## src/rtl/cpu_pkg.sv

```systemverilog
// Shared definitions for the program loader: FSM encoding, header layout,
// and the state-to-status decode used for the registered status outputs.
package cpu_pkg;

    localparam int HDR_LEN_BITS   = 5;
    localparam int HDR_RSVD_BITS  = 3;
    localparam int MAX_WORDS      = 32;
    localparam int BYTES_PER_WORD = 4;

    typedef enum logic [2:0] {
        IDLE = 3'd0,
        HDR  = 3'd1,
        DATA = 3'd2,
        CHK  = 3'd3,
        DONE = 3'd4,
        ERR  = 3'd5
    } state_t;

    typedef struct packed {
        logic busy;
        logic done;
        logic err;
        logic cpu_rst;
    } status_t;

    // The core stays in reset while loading and after a failed load.
    function automatic status_t state_status(input state_t s);
        status_t st;
        st = '0;
        case (s)
            HDR, DATA, CHK: begin
                st.busy    = 1'b1;
                st.cpu_rst = 1'b1;
            end
            DONE: st.done = 1'b1;
            ERR: begin
                st.err     = 1'b1;
                st.cpu_rst = 1'b1;
            end
            default: st = '0;
        endcase
        return st;
    endfunction

    function automatic logic state_accepts(input state_t s);
        return (s == HDR) || (s == DATA) || (s == CHK);
    endfunction

endpackage

```

## src/rtl/program_loader_if.sv

```systemverilog
// Host byte stream, program-memory write port and status of the loader.
// master = loader side, slave = host / memory side.
interface program_loader_if #(
    parameter int ADDR_WIDTH = 5,
    parameter int WIDTH      = 32
);
    logic                  start;
    logic [7:0]            byte_in;
    logic                  byte_valid;
    logic                  byte_ready;
    logic                  wr_en;
    logic [ADDR_WIDTH-1:0] wr_addr;
    logic [WIDTH-1:0]      wr_data;
    logic                  cpu_rst;
    logic                  busy;
    logic                  done;
    logic                  err;
    logic [ADDR_WIDTH:0]   word_count;

    modport master (
        input  start, byte_in, byte_valid,
        output byte_ready, wr_en, wr_addr, wr_data, cpu_rst, busy, done, err, word_count
    );

    modport slave (
        output start, byte_in, byte_valid,
        input  byte_ready, wr_en, wr_addr, wr_data, cpu_rst, busy, done, err, word_count
    );
endinterface

```

## src/rtl/word_assembler.sv

```systemverilog
// Little-endian byte-to-word assembly; word_ready flags the byte that
// completes a word, with the full word presented on word_next that cycle.
module word_assembler
    import cpu_pkg::*;
#(
    parameter int WIDTH = 32
) (
    input  logic             clk,
    input  logic             rst_n,
    input  logic             clr,
    input  logic             accept,
    input  logic [7:0]       byte_in,
    output logic             word_ready,
    output logic [WIDTH-1:0] word_next
);

    logic [WIDTH-9:0] hold_r;
    logic [1:0]       idx_r;

    assign word_next  = {byte_in, hold_r};
    assign word_ready = accept && (idx_r == 2'(BYTES_PER_WORD - 1));

    // Shift accepted bytes in from the top so the first byte ends up lowest.
    always_ff @(posedge clk or negedge rst_n) begin
        if (!rst_n) begin
            hold_r <= '0;
            idx_r  <= 2'd0;
        end else if (clr) begin
            hold_r <= '0;
            idx_r  <= 2'd0;
        end else if (accept) begin
            hold_r <= word_next[WIDTH-1:8];
            idx_r  <= idx_r + 2'd1;
        end else begin
            hold_r <= hold_r;
            idx_r  <= idx_r;
        end
    end

endmodule

```

## src/rtl/program_loader.sv

```systemverilog
// Session FSM, word counter and XOR checksum for loading a program image
// from a byte stream into program memory while holding the CPU in reset.
module program_loader
    import cpu_pkg::*;
#(
    parameter int ADDR_WIDTH = 5,
    parameter int WIDTH      = 32
) (
    input  logic              clk,
    input  logic              rst_n,
    program_loader_if.master  bus
);

    localparam int CW = ADDR_WIDTH + 1;

    state_t                state_r;
    state_t                state_nx_s;
    status_t               status_r;
    logic                  accept_s;
    logic                  data_accept_s;
    logic                  hdr_bad_s;
    logic                  last_word_s;
    logic                  word_ready_s;
    logic [WIDTH-1:0]      word_next_s;
    logic [7:0]            chk_r;
    logic [CW-1:0]         n_words_r;
    logic [CW-1:0]         word_count_r;
    logic                  wr_en_r;
    logic [ADDR_WIDTH-1:0] wr_addr_r;
    logic [WIDTH-1:0]      wr_data_r;

    // A start pulse wins over any byte offered in the same cycle.
    assign accept_s      = bus.byte_valid && state_accepts(state_r) && !bus.start;
    assign data_accept_s = accept_s && (state_r == DATA);
    assign hdr_bad_s     = |bus.byte_in[7:HDR_LEN_BITS];
    assign last_word_s   = word_ready_s && ((word_count_r + CW'(1)) == n_words_r);

    word_assembler #(
        .WIDTH (WIDTH)
    ) u_asm (
        .clk        (clk),
        .rst_n      (rst_n),
        .clr        (bus.start),
        .accept     (data_accept_s),
        .byte_in    (bus.byte_in),
        .word_ready (word_ready_s),
        .word_next  (word_next_s)
    );

    // Next-state logic.
    always_comb begin
        state_nx_s = state_r;
        if (bus.start) begin
            state_nx_s = HDR;
        end else begin
            case (state_r)
                HDR: begin
                    if (accept_s) begin
                        if (hdr_bad_s) begin
                            state_nx_s = ERR;
                        end else begin
                            state_nx_s = DATA;
                        end
                    end else begin
                        state_nx_s = state_r;
                    end
                end
                DATA: begin
                    if (last_word_s) begin
                        state_nx_s = CHK;
                    end else begin
                        state_nx_s = state_r;
                    end
                end
                CHK: begin
                    if (accept_s) begin
                        if (bus.byte_in == chk_r) begin
                            state_nx_s = DONE;
                        end else begin
                            state_nx_s = ERR;
                        end
                    end else begin
                        state_nx_s = state_r;
                    end
                end
                IDLE, DONE, ERR: state_nx_s = state_r;
                default:         state_nx_s = IDLE;
            endcase
        end
    end

    // State register with status flags decoded from the next state.
    always_ff @(posedge clk or negedge rst_n) begin
        if (!rst_n) begin
            state_r  <= IDLE;
            status_r <= '0;
        end else begin
            state_r  <= state_nx_s;
            status_r <= state_status(state_nx_s);
        end
    end

    // Checksum, word counter and program-memory write port.
    always_ff @(posedge clk or negedge rst_n) begin
        if (!rst_n) begin
            chk_r        <= 8'h00;
            n_words_r    <= '0;
            word_count_r <= '0;
            wr_en_r      <= 1'b0;
            wr_addr_r    <= '0;
            wr_data_r    <= '0;
        end else begin
            wr_en_r <= word_ready_s;
            if (bus.start) begin
                chk_r        <= 8'h00;
                n_words_r    <= '0;
                word_count_r <= '0;
            end else begin
                if (accept_s && (state_r == HDR)) begin
                    chk_r     <= bus.byte_in;
                    n_words_r <= CW'(bus.byte_in[HDR_LEN_BITS-1:0]) + CW'(1);
                end else if (data_accept_s) begin
                    chk_r <= chk_r ^ bus.byte_in;
                end
                if (word_ready_s) begin
                    word_count_r <= word_count_r + CW'(1);
                    wr_addr_r    <= word_count_r[ADDR_WIDTH-1:0];
                    wr_data_r    <= word_next_s;
                end
            end
        end
    end

    assign bus.byte_ready = state_accepts(state_r);
    assign bus.wr_en      = wr_en_r;
    assign bus.wr_addr    = wr_addr_r;
    assign bus.wr_data    = wr_data_r;
    assign bus.word_count = word_count_r;
    assign bus.busy       = status_r.busy;
    assign bus.done       = status_r.done;
    assign bus.err        = status_r.err;
    assign bus.cpu_rst    = status_r.cpu_rst;

endmodule

```

## src/flat_wrapper.sv

```systemverilog
// flat-port wrapper written by rule: the top's interface ports become plain ports
module program_loader_flat import cpu_pkg::*;
#(
    parameter int ADDR_WIDTH = 5,
    parameter int WIDTH      = 32
)
  (clk, rst_n, bus_start, bus_byte_in, bus_byte_valid, bus_byte_ready, bus_wr_en, bus_wr_addr, bus_wr_data, bus_cpu_rst, bus_busy, bus_done, bus_err, bus_word_count);
  program_loader_if #(.ADDR_WIDTH(ADDR_WIDTH), .WIDTH(WIDTH)) bus_i ();
  input  logic clk;
  input  logic rst_n;
  input wire logic [$bits(bus_i.start)-1:0] bus_start;
  input wire logic [$bits(bus_i.byte_in)-1:0] bus_byte_in;
  input wire logic [$bits(bus_i.byte_valid)-1:0] bus_byte_valid;
  output wire logic [$bits(bus_i.byte_ready)-1:0] bus_byte_ready;
  output wire logic [$bits(bus_i.wr_en)-1:0] bus_wr_en;
  output wire logic [$bits(bus_i.wr_addr)-1:0] bus_wr_addr;
  output wire logic [$bits(bus_i.wr_data)-1:0] bus_wr_data;
  output wire logic [$bits(bus_i.cpu_rst)-1:0] bus_cpu_rst;
  output wire logic [$bits(bus_i.busy)-1:0] bus_busy;
  output wire logic [$bits(bus_i.done)-1:0] bus_done;
  output wire logic [$bits(bus_i.err)-1:0] bus_err;
  output wire logic [$bits(bus_i.word_count)-1:0] bus_word_count;
  assign bus_i.start = bus_start;
  assign bus_i.byte_in = bus_byte_in;
  assign bus_i.byte_valid = bus_byte_valid;
  assign bus_byte_ready = bus_i.byte_ready;
  assign bus_wr_en = bus_i.wr_en;
  assign bus_wr_addr = bus_i.wr_addr;
  assign bus_wr_data = bus_i.wr_data;
  assign bus_cpu_rst = bus_i.cpu_rst;
  assign bus_busy = bus_i.busy;
  assign bus_done = bus_i.done;
  assign bus_err = bus_i.err;
  assign bus_word_count = bus_i.word_count;
  program_loader #(.ADDR_WIDTH(ADDR_WIDTH), .WIDTH(WIDTH)) u_core (.clk(clk), .rst_n(rst_n), .bus(bus_i));
endmodule
```

## config.mk

```make
export PLATFORM = sky130hd
export DESIGN_NAME = program_loader_flat
export DESIGN_NICKNAME = d
export VERILOG_FILES = /design/src/rtl/cpu_pkg.sv /design/src/rtl/program_loader_if.sv /design/src/rtl/word_assembler.sv /design/src/rtl/program_loader.sv /design/src/flat_wrapper.sv
export SDC_FILE = /design/constraint.sdc
export NUM_CORES = 1
export LEC_CHECK = 0
export CAP_MARGIN = 30
export CORE_MARGIN = 2
export CORE_UTILIZATION = 58
export CTS_CLUSTER_DIAMETER = 150
export DETAILED_ROUTE_END_ITERATION = 8
export HOLD_SLACK_MARGIN = 0.1
export PLACE_DENSITY = 0.85
export SETUP_SLACK_MARGIN = 0.3
export SYNTH_ARGS = -nofsm -noshare
export SYNTH_HDL_FRONTEND = slang
export SYNTH_HIERARCHICAL = 1
export SYNTH_SLANG_ARGS = --single-unit
```

## constraint.sdc

```tcl
create_clock -name clk -period 5.74 [get_ports clk]
set_input_delay 1.148 -clock clk [delete_from_list [all_inputs] [get_ports clk]]
set_output_delay 1.148 -clock clk [all_outputs]
set_load 0.01 [all_outputs]
```

Word-level counts from Yosys, hierarchy flattened
Cells that the tools add are included.
- $add $sub $neg: 3
- $mul: 0
- div/mod/pow operators: 0
- order comparisons: 0
- equal/unequal tests: 13
- shift operators: 0
- multiplexer cells: 22
- bitwise operators: 2
- reductions and logical operators: 19
- operator list (operator ; count):
    $mux W24 ; 2
    $mux W6 ; 4
    $mux W8 ; 3
    $mux W3 ; 5
    $eq A3 B2 Y1 const B ; 4
    $eq A3 B3 Y1 const B ; 4
    $pmux W3 S4 ; 1
    $reduce_or A3 Y1 ; 3
    $eq A8 B8 Y1 ; 1
    $xor A8 B8 Y8 ; 1
    $add A5 B1 Y6 const B ; 1
    $add A6 B1 Y6 const B ; 1
    $eq A3 B1 Y1 const B ; 2
    $eq A6 B6 Y1 ; 1
    $logic_and A1 B1 Y1 ; 6
    $reduce_bool A2 Y1 ; 3
    $mux W1 ; 5
    $mux W2 ; 2
    $reduce_or A4 Y1 ; 1
    $logic_not A3 Y1 ; 1
    $reduce_bool A3 Y1 ; 1
    $add A2 B1 Y2 const B ; 1
    $eq A2 B2 Y1 const B ; 1
    $logic_or A1 B1 Y1 ; 2
    3 further kinds ; 3
- register bits after elaboration: 91
- latch bits: 0
- memory bits (writable): 0
- bits in read-only memories: 0
- input bits: 12
- output and inout bits: 49
- logic and storage cells: 72
- memories kept: 0

Depth between registers and ports, before layout
- depth after elaboration: 14
- mapped depth: 13

Modules after synthesis
Netlist, hierarchy kept.
- by module, submodules not included (module ; times used ; cells each ; area each (um^2) ; sequential area each (um^2)):
    program_loader ; 1 ; 260 ; 2992.9 ; 1626.6
    word_assembler ; 1 ; 94 ; 1153.6 ; 650.6

Worst setup path after synthesis
Ideal clock, no wire load.
- path type: input to register
- start: input bus_start
- end: register u_core.wr_addr_r[0], in the netlist u_core/bus.wr_addr[0]
- arrival: 3427 ps
- data required time: 5615 ps
- setup slack: 2188 ps
- stages: 12
- path buffers: 5
- cell sequence: buf_2 -> nor2_2 -> nand3_1 -> clkinv_1 -> buf_6 -> buf_12 -> and2_1 -> buf_2 -> inv_1 -> nor2_2 -> buf_2 -> mux2_2
- word-level cells in the longest chain between the ends: 5
- elaborated cells between the ends (all ways): 6
- those cells by class: bitwise: 1; reduce/logical: 5
- RTL lines (item ; RTL line ; text):
    start: declaration ; flat_wrapper.sv:11 ; input wire logic [$bits(bus_i.start)-1:0] bus_start;
    $logic_not A1 Y1 ; program_loader.sv:33 ; assign accept_s = bus.byte_valid && state_accepts(state_r) && !bus.start;
    $logic_and A1 B1 Y1 ; program_loader.sv:33 ;
    $logic_and A1 B1 Y1 ; program_loader.sv:34 ; assign data_accept_s = accept_s && (state_r == DATA);
    via u_core.data_accept_s ; program_loader.sv:20 ; logic data_accept_s;
    $logic_and A1 B1 Y1 ; word_assembler.sv:21 ; assign word_ready = accept && (idx_r == 2'(BYTES_PER_WORD - 1));
    via u_core.word_ready_s ; program_loader.sv:23 ; logic word_ready_s;
    $reduce_and A2 Y1 (no line) ; - ;
    end signal: assignment ; program_loader.sv:127 ; wr_addr_r <= word_count_r[ADDR_WIDTH-1:0];
    end: declaration ; program_loader.sv:29 ; logic [ADDR_WIDTH-1:0] wr_addr_r;
The timed path passes the listed nets, and every way through them passes these cells.
A chain may end at the register's enable or synchronous reset.

Worst setup path after layout
- start: input bus_start
- end: register u_core.wr_data_r[19], in the netlist u_core/bus.wr_data[19]
- word-level cells in the longest chain between the ends: 5
- elaborated cells between the ends (all ways): 6
- those cells by class: bitwise: 1; reduce/logical: 5
- RTL lines (item ; RTL line ; text):
    $logic_not A1 Y1 ; program_loader.sv:33 ;
    $logic_and A1 B1 Y1 ; program_loader.sv:33 ;
    $logic_and A1 B1 Y1 ; program_loader.sv:34 ;
    via u_core.data_accept_s ; program_loader.sv:20 ;
    $logic_and A1 B1 Y1 ; word_assembler.sv:21 ;
    via u_core.word_ready_s ; program_loader.sv:23 ;
    $reduce_and A2 Y1 (no line) ; - ;
    end signal: assignment ; program_loader.sv:128 ; wr_data_r <= word_next_s;
    end: declaration ; program_loader.sv:30 ; logic [WIDTH-1:0] wr_data_r;
The timed path passes the listed nets, and every way through them passes these cells.

==> impl_results.md <==
- Outcome: finished clean
- Initial antenna violation count: 0
- Async set-reset flop share out of synthesis: 1.00
- Critical-path cell list: buf_2, nor2_2, nand3_1, clkinv_1, and2_1, inv_1, nor2_4, buf_4, mux2_2
- CTS tree: built
- Fin worst setup slack: 2170 ps
- Rel. slew slack: 0.328
- Fin. Hold Viols: 0
- Pin count of the biggest net entering global routing: 64
- Worst hold path class: flip-flop to flip-flop
- Switching Fraction: 0.234
- CP peak stage delay: 390 ps
- Final std cells w/o fill: 501
- Max clock buf depth: 2
- PD cells: 238 nW/µm²
- R2R Path Start: u_core/state_r[2]
- Internal: 896 µW
- Setup TNS: 0 ps
- Starting DRT DRC Count: 122
- Crit path launch type: input port
- Pleak: 2.17 nW
- FF-to-FF End: u_core/bus.wr_data[19]
- DRC Markers: 0
- RSZ-0062 raised after global routing: false
- M1 WL: 3520 µm
- Crit Path Class: input port to flip-flop
- Most frequent cell after synthesis: dfrtp_1
- DP Wirelength: 5440 µm
- Post-CTS Resized: 0
- Ys flop type: dfrtp_1
- H-tree Lvls: 3
- GR Util All Layers: 0.220
- Worst R2R Path Depth: 8
- Sequential-to-total area share from yosys stat: 0.549
- FF+latch count, synth: 91
- Yosys warns: 6
- Count of standard-cell rows: 30
- Vias per cell: 5.52
- Setup WS pre-CTS: 1840 ps
- Crit. End Element: flip-flop
- Avg Inst Size Synth: 11.7 µm²
- Worst-path clk slew: 80 ps
- Peak VDD IR: 0.157 mV
- Met2 WL post-DR: 3910 µm
- Number of global-route vias before repair: 2,717
- Layout Nets: 416
- Post-synth top cells: 91 x dfrtp_1, 37 x mux2_2, 37 x nor2_1, 32 x nand2_1, 26 x mux2i_1
- Initial Util: 0.604
- Psw: 273 µW
- Mapped Cells: 354
- I/O pin count: 61
- Placed cell areas: 4720 µm²
- Total congestion overflow: 0
- Routed Antenna Nets: 0
- Dominant cells by area after synthesis: dfrtp_1 55%, mux2_2 10%, mux2i_1 6.3%, nor2_1 3.3%, xnor2_1 3.2%
- Yosys cell types: 45
- Post-route minimum period: 3570 ps
- ANT cells: 0
- Critical path endpoint: u_core/bus.wr_data[19]
- Core area: 6870 µm²
- Worst slew pin tran: 998 ps
- Critical Path RT: 5980 ps
- Top-area cell type share of the netlist area: 0.549
- Routability cong.: 0.802
- Fin crit share: 0.623
- DRT Wirelength: 7950 µm
- Post-synthesis instance area: 4150 µm²
- Worst endpoint data arrival time: 3820 ps
- Number of enable flip-flop cells after synthesis: 0
- First-pass GRT wire length: 13,000 µm
- Die Area: 7840 µm²
- Clk sinks: 91
- Crit-path slowest cell: nor2_2
- Skew final: 8.43 ps
- Setup violations, final: 0
- # port buffers: 60
- Reg power frac: 0.567
- DR vias: 2,766
- Die width: 88.6 µm
- Area Growth Syn to Fin: 18.5%
- Combinational share of power: 0.074
- Final Cell Area: 4910 µm²
- Total placed cells including tap cells: 486
- Met3 wire len: 339 µm
- Reg2reg setup slack: 3020 ps
- Top layer in use: met4
- Die height: 88.6 µm
- Clock Latency Late Sink: 360 ps
- Max-Cap Viols: 0
- Setup Buffers After CTS: 0
- F_max: 280 MHz
- Worst Setup SP: bus_start
- Routed WL per cell: 15.9 µm
- 1st-pass router iterations: 4
- Net Count, Synth: 369
- Total CTS buffers: 9
- Ratio of cells with drive above 1 in the final layout: 0.165
- Max Slew Vio Count: 0
- Clk pwr share: 0.359
- Cell accounting for the most synthesized area: dfrtp_1
- Clock root buffer: clkbuf_8
- Critical path peak fanout: 51
- Hold path start: u_core/bus.wr_addr[0]
- Hold bufs inserted after CTS: 0
## cell usage in the layout, fill, tap and decap left out, types with 4 or more instances in the layout
cell type and count:
inv_1 5, clkbuf_8 10, o21ai_0 13, mux2i_1 26
nand3_1 6, xor2_1 8, xnor2_1 15, dfrtp_1 91
nand4b_1 7, buf_4 4, nand4_1 4, nor2_1 37
clkdlybuf4s50_1 58, nand2_1 32, mux2_2 37
## worst max-delay path, delay by kind of cell
family,cells,cell delay [ps]
simple gates,4,1330
mux,1,360
buf+inv,4,940
## state kept, by name (all words and copies together) (netlist names)
name,cells
u_core/u_asm/idx_r,2
u_core/bus.word_count,6
u_core/bus.err,1
u_core/bus.done,1
u_core/bus.wr_en,1
u_core/bus.wr_data,32
u_core/state_r,3
u_core/n_words_r,6
u_core/bus.cpu_rst,1
u_core/bus.busy,1
u_core/chk_r,8
u_core/u_asm/hold_r,24
u_core/bus.wr_addr,5
## how the worst min path moves through the flow
stage               depth (start not counted)                      to
floorplan                                   1   u_core/bus.wr_data[0]
global placement                            1   u_core/bus.wr_data[3]
detailed placement                          1   u_core/bus.wr_addr[4]
CTS                                         1   u_core/bus.wr_addr[4]
global route                                1  u_core/bus.wr_data[26]
finish                                      1   u_core/bus.wr_addr[0]
## power by group through the flow
stage	sequential [mW]	combinational, mW	clock [mW]
after floorplan	0.674	0.0484	0
after global placement	0.675	0.0819	0
after detailed placement	0.676	0.0870	0
after CTS	0.663	0.0875	0.435
after global routing	0.664	0.0973	0.461
final	0.663	0.0869	0.420
## area by class of cell
| cell class | instances | area, µm² |
|---|---|---|
| flip-flops and latches | 91 | 2280 |
| fillers | 494 | 1960 |
| multi-input cells | 228 | 1650 |
| repair buffers | 64 | 643 |
| clock buffers | 10 | 138 |
| well taps | 96 | 120 |
| clock inverters | 5 | 53.8 |
| inverters | 7 | 26.3 |
## kinds of logic (layout without fill, tap and decap cells)
group / Yosys count / after routing / synth area share
muxes: 63 / 63 / 0.163
adders and majority gates: 3 / 3 / 0.00905
and+or+nand+nor: 111 / 111 / 0.131
buffers and inverters: 35 / 86 / 0.0531
xor gates and xnor gates: 23 / 23 / 0.0486
AOI/OAI and AO/OA: 28 / 28 / 0.0459
DFF: 91 / 91 / 0.549
## per-stage QoR
stage	hold WS, ps	utilization	power, mW
floorplan	479	-	0.723
global placement	485	0.683	0.757
detailed placement	495	0.687	0.763
CTS	513	0.715	1.19
global route	530	0.715	1.22
finish	509	0.715	1.17
## per-layer routing
layer	global-route usage	vias up
li1	-	1288
met1	0.285	1386
met2	0.355	77
met3	0.0634	15
met4	0.0799	0
met5	0	-
Note: power is estimated with default switching activity, not from simulation.
